[config.mk]
export PLATFORM = sky130hd
export DESIGN_NAME = sample_ingest_flat
export DESIGN_NICKNAME = d
export VERILOG_FILES = /design/src/rtl/sample_ingest_if.sv /design/src/rtl/sample_ingest.sv /design/src/flat_wrapper.sv
export SDC_FILE = /design/constraint.sdc
export NUM_CORES = 1
export LEC_CHECK = 0
export CORE_MARGIN = 2
export CORE_UTILIZATION = 49
export CTS_BUF_LIST = sky130_fd_sc_hd__clkbuf_8
export DETAILED_ROUTE_END_ITERATION = 7
export GPL_TIMING_DRIVEN = 0
export PLACE_DENSITY = 0.71
export SYNTH_ARGS = -nofsm -noshare
export SYNTH_HDL_FRONTEND = slang
export SYNTH_SLANG_ARGS = --single-unit
export TNS_END_PERCENT = 1
[constraint.sdc]
create_clock -name clk -period 6.93 [get_ports clk]
set_clock_uncertainty 0.2 [all_clocks]
set_input_delay 1.386 -clock clk [delete_from_list [all_inputs] [get_ports clk]]
set_output_delay 1.386 -clock clk [all_outputs]
set_load 0.02 [all_outputs]
[src/rtl/sample_ingest_if.sv]
// Sample ingest bus: external strobe/sample in, FWFT FIFO head and status out.
interface sample_ingest_if #(
    parameter int BITS_PER_ELEM = 8,
    parameter int FIFO_DEPTH    = 4
);
    logic                           i_data_clk;
    logic [BITS_PER_ELEM-1:0]       i_value;
    logic                           i_ready;
    logic [BITS_PER_ELEM-1:0]       o_value;
    logic                           o_valid;
    logic [$clog2(FIFO_DEPTH):0]    o_level;
    logic                           o_overflow;
    logic [7:0]                     o_drop_count;

    // The ingest block itself.
    modport slave (
        input  i_data_clk, i_value, i_ready,
        output o_value, o_valid, o_level, o_overflow, o_drop_count
    );

    // Whoever drives the strobe and consumes the FIFO head.
    modport master (
        output i_data_clk, i_value, i_ready,
        input  o_value, o_valid, o_level, o_overflow, o_drop_count
    );
endinterface

[src/rtl/sample_ingest.sv]
// Sample ingest: synchronizes an asynchronous sample strobe into clk, pushes
// one sample per strobe rise into a small first-word fall-through FIFO, and
// tracks dropped samples when the FIFO is full.
module sample_ingest #(
    parameter int BITS_PER_ELEM = 8,
    parameter int FIFO_DEPTH    = 4
) (
    input  logic            clk,
    input  logic            rst,
    sample_ingest_if.slave  bus
);
    localparam int AW = (FIFO_DEPTH > 1) ? $clog2(FIFO_DEPTH) : 1;
    localparam int LW = $clog2(FIFO_DEPTH) + 1;
    localparam logic [LW-1:0] FULL_LEVEL = LW'(FIFO_DEPTH);

    // Strobe synchronizer, history flop and matching sample pipeline.
    logic                     s1, s2, s3;
    logic [BITS_PER_ELEM-1:0] v1, v2;
    // sync_ok[1] marks that s2 carries a real post-reset sample; armed is set
    // once that sample has been seen low, so a level already high across
    // reset never turns into a push.
    logic [1:0]               sync_ok;
    logic                     armed;

    logic [BITS_PER_ELEM-1:0] mem [FIFO_DEPTH];
    logic [AW-1:0]            wr_ptr, rd_ptr;
    logic [LW-1:0]            level;
    logic                     valid;
    logic                     overflow;
    logic [7:0]               drop_count;

    logic rise, push, pop, full, accept, drop;

    assign rise   = s2 & ~s3;
    assign push   = rise & armed;
    assign pop    = valid & bus.i_ready;
    assign full   = (level == FULL_LEVEL);
    // When full, a same-edge pop frees the slot the push needs.
    assign accept = push & (~full | pop);
    assign drop   = push & full & ~pop;

    // Synchronize the strobe, align the sample with it, and arm edge detection.
    always_ff @(posedge clk) begin
        if (rst) begin
            s1      <= 1'b0;
            s2      <= 1'b0;
            s3      <= 1'b0;
            v1      <= '0;
            v2      <= '0;
            sync_ok <= 2'b00;
            armed   <= 1'b0;
        end else begin
            s1      <= bus.i_data_clk;
            s2      <= s1;
            s3      <= s2;
            v1      <= bus.i_value;
            v2      <= v1;
            sync_ok <= {sync_ok[0], 1'b1};
            armed   <= armed | (sync_ok[1] & ~s2);
        end
    end

    // Sample storage; contents are not cleared by reset, pointers decide what is live.
    always_ff @(posedge clk) begin
        if (!rst && accept)
            mem[wr_ptr] <= v2;
    end

    // Pointers, occupancy and drop accounting.
    always_ff @(posedge clk) begin
        if (rst) begin
            wr_ptr     <= '0;
            rd_ptr     <= '0;
            level      <= '0;
            valid      <= 1'b0;
            overflow   <= 1'b0;
            drop_count <= '0;
        end else begin
            if (accept)
                wr_ptr <= wr_ptr + AW'(1);
            if (pop)
                rd_ptr <= rd_ptr + AW'(1);
            case ({accept, pop})
                2'b10: begin
                    level <= level + LW'(1);
                    valid <= 1'b1;
                end
                2'b01: begin
                    level <= level - LW'(1);
                    valid <= (level != LW'(1));
                end
                default: ;
            endcase
            if (drop) begin
                overflow <= 1'b1;
                if (drop_count != 8'hFF)
                    drop_count <= drop_count + 8'd1;
            end
        end
    end

    assign bus.o_value      = mem[rd_ptr];
    assign bus.o_valid      = valid;
    assign bus.o_level      = level;
    assign bus.o_overflow   = overflow;
    assign bus.o_drop_count = drop_count;
endmodule

[src/flat_wrapper.sv]
// flat-port wrapper written by rule: the top's interface ports become plain ports
module sample_ingest_flat 
#(
    parameter int BITS_PER_ELEM = 8,
    parameter int FIFO_DEPTH    = 4
)
  (clk, rst, bus_i_data_clk, bus_i_value, bus_i_ready, bus_o_value, bus_o_valid, bus_o_level, bus_o_overflow, bus_o_drop_count);
  sample_ingest_if #(.BITS_PER_ELEM(BITS_PER_ELEM), .FIFO_DEPTH(FIFO_DEPTH)) bus_i ();
  input  logic clk;
  input  logic rst;
  input wire logic [$bits(bus_i.i_data_clk)-1:0] bus_i_data_clk;
  input wire logic [$bits(bus_i.i_value)-1:0] bus_i_value;
  input wire logic [$bits(bus_i.i_ready)-1:0] bus_i_ready;
  output wire logic [$bits(bus_i.o_value)-1:0] bus_o_value;
  output wire logic [$bits(bus_i.o_valid)-1:0] bus_o_valid;
  output wire logic [$bits(bus_i.o_level)-1:0] bus_o_level;
  output wire logic [$bits(bus_i.o_overflow)-1:0] bus_o_overflow;
  output wire logic [$bits(bus_i.o_drop_count)-1:0] bus_o_drop_count;
  assign bus_i.i_data_clk = bus_i_data_clk;
  assign bus_i.i_value = bus_i_value;
  assign bus_i.i_ready = bus_i_ready;
  assign bus_o_value = bus_i.o_value;
  assign bus_o_valid = bus_i.o_valid;
  assign bus_o_level = bus_i.o_level;
  assign bus_o_overflow = bus_i.o_overflow;
  assign bus_o_drop_count = bus_i.o_drop_count;
  sample_ingest #(.BITS_PER_ELEM(BITS_PER_ELEM), .FIFO_DEPTH(FIFO_DEPTH)) u_core (.clk(clk), .rst(rst), .bus(bus_i));
endmodule
==> qor.csv <==
stage;metric;value;unit
run_status;outcome;finished, final reports clean;
worst_setup_path;crit path kind;register to output pin;
die;Ports;33;
worst_setup_path;R2R Path End;u_core.bus.o_level[2];
die;effective utilization at floorplan;0.5018;
finish;Layout area overhead;22.96;%
drt;vias;1597;
clock_network;Reg clk slew, reported paths;70;ps
pwr;switching pwr;0.1730;mW
finish;Ant. Diodes;0;
drt;TritonRoute pass-1 iters;5;
logic_synthesis;synth unique cells;36;
die;die area;6220;sq um
logic_synthesis;Post-synth EDFFs;32;
logic_synthesis;Synth top area share;0.3499;
logic_synthesis;syn avg cell area;13.46;sq um
clock_network;H-tree lvl count;3;
timing;Final Slew Violations;0;
place;GPL Wtd Cong;0.7119;
finish;nets;270;
worst_setup_path;CP endpoint kind;output pin;
timing;fin crit period;3874;ps
worst_setup_path;FF-to-FF setup slack;4520;ps
timing;RSZ-0062 raised after global routing;no;
job;max-cap check violation count;0;
logic_synthesis;async set-reset flop share out of synthesis;0;
drt;per-cell routed wire length;13.30;um
pwr;Power Dens Cells;250.7;nW/um^2
drt;Via density;4.929;
logic_synthesis;Synth warnings;0;
global_routing;total global-route track usage;0.1531;
pwr;Pint;0.6735;mW
clock_network;TritonCTS sink count;73;
die;Chip Width;78.87;um
clock_network;CTS max path bufs;2;
global_routing;number of global-route vias before repair;1511;
worst_setup_path;RR Startpoint;u_core.bus.o_level[0];
timing;Total Neg Setup Slack;0;ps
pwr;Comb power frac;0.035;
worst_setup_path;CP startpoint kind;register;
timing;final hold violations;0;
worst_setup_path;Worst Path Buf+Inv;2;
logic_synthesis;Synthesized Nets;227;
finish;share of cells above drive strength 1;0.1151;
logic_synthesis;register area share after synthesis;0.6487;
pwr;P_leak;1.185;nW
worst_setup_path;Stages on worst setup path;3;
worst_setup_path;Worst Reg-to-Reg Cells;8;
global_routing;largest net degree at the start of global routing;14;
clock_network;CTS tree;yes;
worst_setup_path;crit path max fanout;8;
clock_network;Num CTS Buffers;9;
worst_setup_path;CP endpoint;bus_o_value[4];
logic_synthesis;Synth Area in Compound Gates;0.04465;
min_path;Hold WC Path Type;register to register;
pwr;sequential share of power;0.542;
logic_synthesis;leading area contributor after synthesis;edfxtp_1;
timing;Max Clock Freq;258.2;MHz
worst_setup_path;peak per-stage delay on the critical path;590;ps
clock_network;clock insertion delay at the later pin of the skew report;340;ps
drt;final wirelength;4310;um
logic_synthesis;Netlist Area Pre-Place;2746;sq um
clock_network;Root Driver;clkbuf_8;
logic_synthesis;Seq cells post-synth;73;
global_routing;antenna violations before repair;0;
drt;remaining antenna violation count;0;
logic_synthesis;top cells by area, synth;edfxtp_1 35%, dfxtp_1 30%, mux4_2 6.6%, ha_1 5.0%, nor2b_1 4.8%;
pwr;overall power;0.8465;mW
die;Core Region;5473;sq um
pwr;worst vdd ir;0.1529;mV
pwr;sw frac;0.2044;
logic_synthesis;Synth Flop Type;dfxtp_1;
timing;worst slew pin tran;643.2;ps
pwr;clock power share;0.423;
logic_synthesis;synth cell count leaders;41 x dfxtp_1, 32 x edfxtp_1, 21 x nor2b_1;
worst_setup_path;crit-path leading delay family;buffers and inverters;
logic_synthesis;largest family of logic cells by synthesized area;simple AND/OR/NAND/NOR gates;
timing;Max-Slew Margin vs Limit;0.5712;
logic_synthesis;post-synthesis mux area share;0.07699;
timing;period utilisation layout;0.5590;
logic_synthesis;simple-gate share of the synthesized area;0.1380;
worst_setup_path;slowest library cell on the worst path;mux4_2;
logic_synthesis;XOR/XNOR Fraction of Synth Area;0.01276;
timing;Setup-failing EPs final;0;
die;die height;78.87;um
logic_synthesis;Gate Count Post-Synth;204;
worst_setup_path;critical path arrival;2290;ps
global_routing;first-pass GRT wire length;7031;um
clock_network;cts hold-fix bufs;0;
die;number of core rows;27;
clock_network;post-CTS setup buffer count;0;
worst_setup_path;CP Cell Sequence;clkbuf_1 > mux4_2 > clkdlybuf4s50_1;
logic_synthesis;Synth Area in Adders;0.05011;
drt;residual DRC count;0;
place;PortBufs;32;
place;detailed placement HPWL;2903;um
logic_synthesis;most frequent cell after synthesis;dfxtp_1;
worst_setup_path;Critical Path RT;5340;ps
drt;DRT iter0 DRCs;98;
global_routing;gr ovfl total;0;
clock_network;Post-CTS Resized;0;
==> worst register-to-register path, cell delays in order (launching register included) <==
cell and delay (ps):
dfxtp_1 370, inv_1 100, ha_1 150, nand2_1 100, o21bai_1 430, ha_1 310, clkbuf_1 180, or3_1 370
a21oi_1 130
==> worst min-delay path by stage <==
stage                             from            to  cells past startpoint
after floorplan              u_core.s1     u_core.s2                      1
after global placement    u_core.v1[4]  u_core.v2[4]                      1
after detailed placement  u_core.v1[2]  u_core.v2[2]                      1
after CTS                 u_core.v1[2]  u_core.v2[2]                      1
after global routing      u_core.v1[7]  u_core.v2[7]                      1
final                     u_core.v1[2]  u_core.v2[2]                      1
==> power groups by stage <==
| stage | Sequential, mW | Clock [mW] | Combinational [mW] |
|---|---|---|---|
| 6_report | 0.459 | 0.358 | 0.0296 |
| 5_1_grt | 0.460 | 0.381 | 0.0325 |
| 4_1_cts | 0.459 | 0.366 | 0.0301 |
| 3_5_place_dp | 0.469 | 0 | 0.0299 |
| 3_3_place_gp | 0.468 | 0 | 0.0295 |
| 2_1_floorplan | 0.468 | 0 | 0.0164 |
==> placed cells by master, fill, tap and decap left out, drive strengths merged, types with 2 or more instances in the layout <==
master,n
dfxtp,41
clkdlybuf4s50,32
edfxtp,32
nor2b,21
nor2,16
clkbuf,15
ha,11
inv,9
a21oi,9
mux4,8
nand2,5
nand3,5
and2,5
nor3,4
or3,4
o21ai,3
buf,3
nand3b,2
xor2,2
xnor2,2
a31oi,2
mux2i,2
nor4,2
o31ai,2
clkinv,2
clkinvlp,2
bufinv,2
==> metal layers <==
| metal | track usage | up-vias | wire length (um) |
|---|---|---|---|
| met2 | 0.2248 | 33 | 2032 |
| met3 | 0.04318 | 8 | 173 |
| met4 | 0.08793 | 0 | 102 |
| met5 | 0 | - | 0 |
| met1 | 0.2044 | 743 | 2001 |
| li1 | - | 813 | - |
==> final cells by class <==
cell class              count  area, sq um
plain buffers               9        48.80
clock buffers               9        123.9
clock inverters             7        96.34
fillers                   460         2096
inverters                   8        30.03
multi-input cells         114        885.9
flip-flops and latches     73         1782
well taps                  72        90.09
repair buffers             32        320.3
==> logic make-up after synthesis <==
group,after synthesis
AND/OR/NAND/NOR,68
adder cells (fa/ha/maj),11
multiplexers,11
buffers and inverters,17
XOR/XNOR,4
flip-flops,73
AO/OA/AOI/OAI,20
==> state kept, by name (all words and copies together) (netlist names), named ones only <==
signal and flops:
u_core.s2 1, u_core.rd_ptr 2, u_core.bus.o_drop_count 8, u_core.bus.o_level 3
u_core.mem 32, u_core.armed 1, u_core.s1 1, u_core.bus.o_overflow 1
u_core.sync_ok 2, u_core.v1 8, u_core.wr_ptr 2, u_core.bus.o_valid 1
u_core.s3 1, u_core.v2 8
==> through the flow <==
| stage | util | cell area [sq um] | std cells | hold slack, ps | setup WS, ps |
|---|---|---|---|---|---|
| final | 0.6171 | 3377 | 324 | 236.0 | 3056 |
| after global routing | 0.6171 | 3377 | 324 | 258.5 | 2882 |
| after CTS | 0.6171 | 3377 | 324 | 238.4 | 2985 |
| after detailed placement | 0.5768 | 3157 | 308 | 222.0 | 3160 |
| after global placement | 0.5768 | 3157 | 308 | 218.1 | 3164 |
| after floorplan | - | 2746 | 204 | 213.8 | 3763 |
No activity file was read; power rests on OpenSTA's default activity.
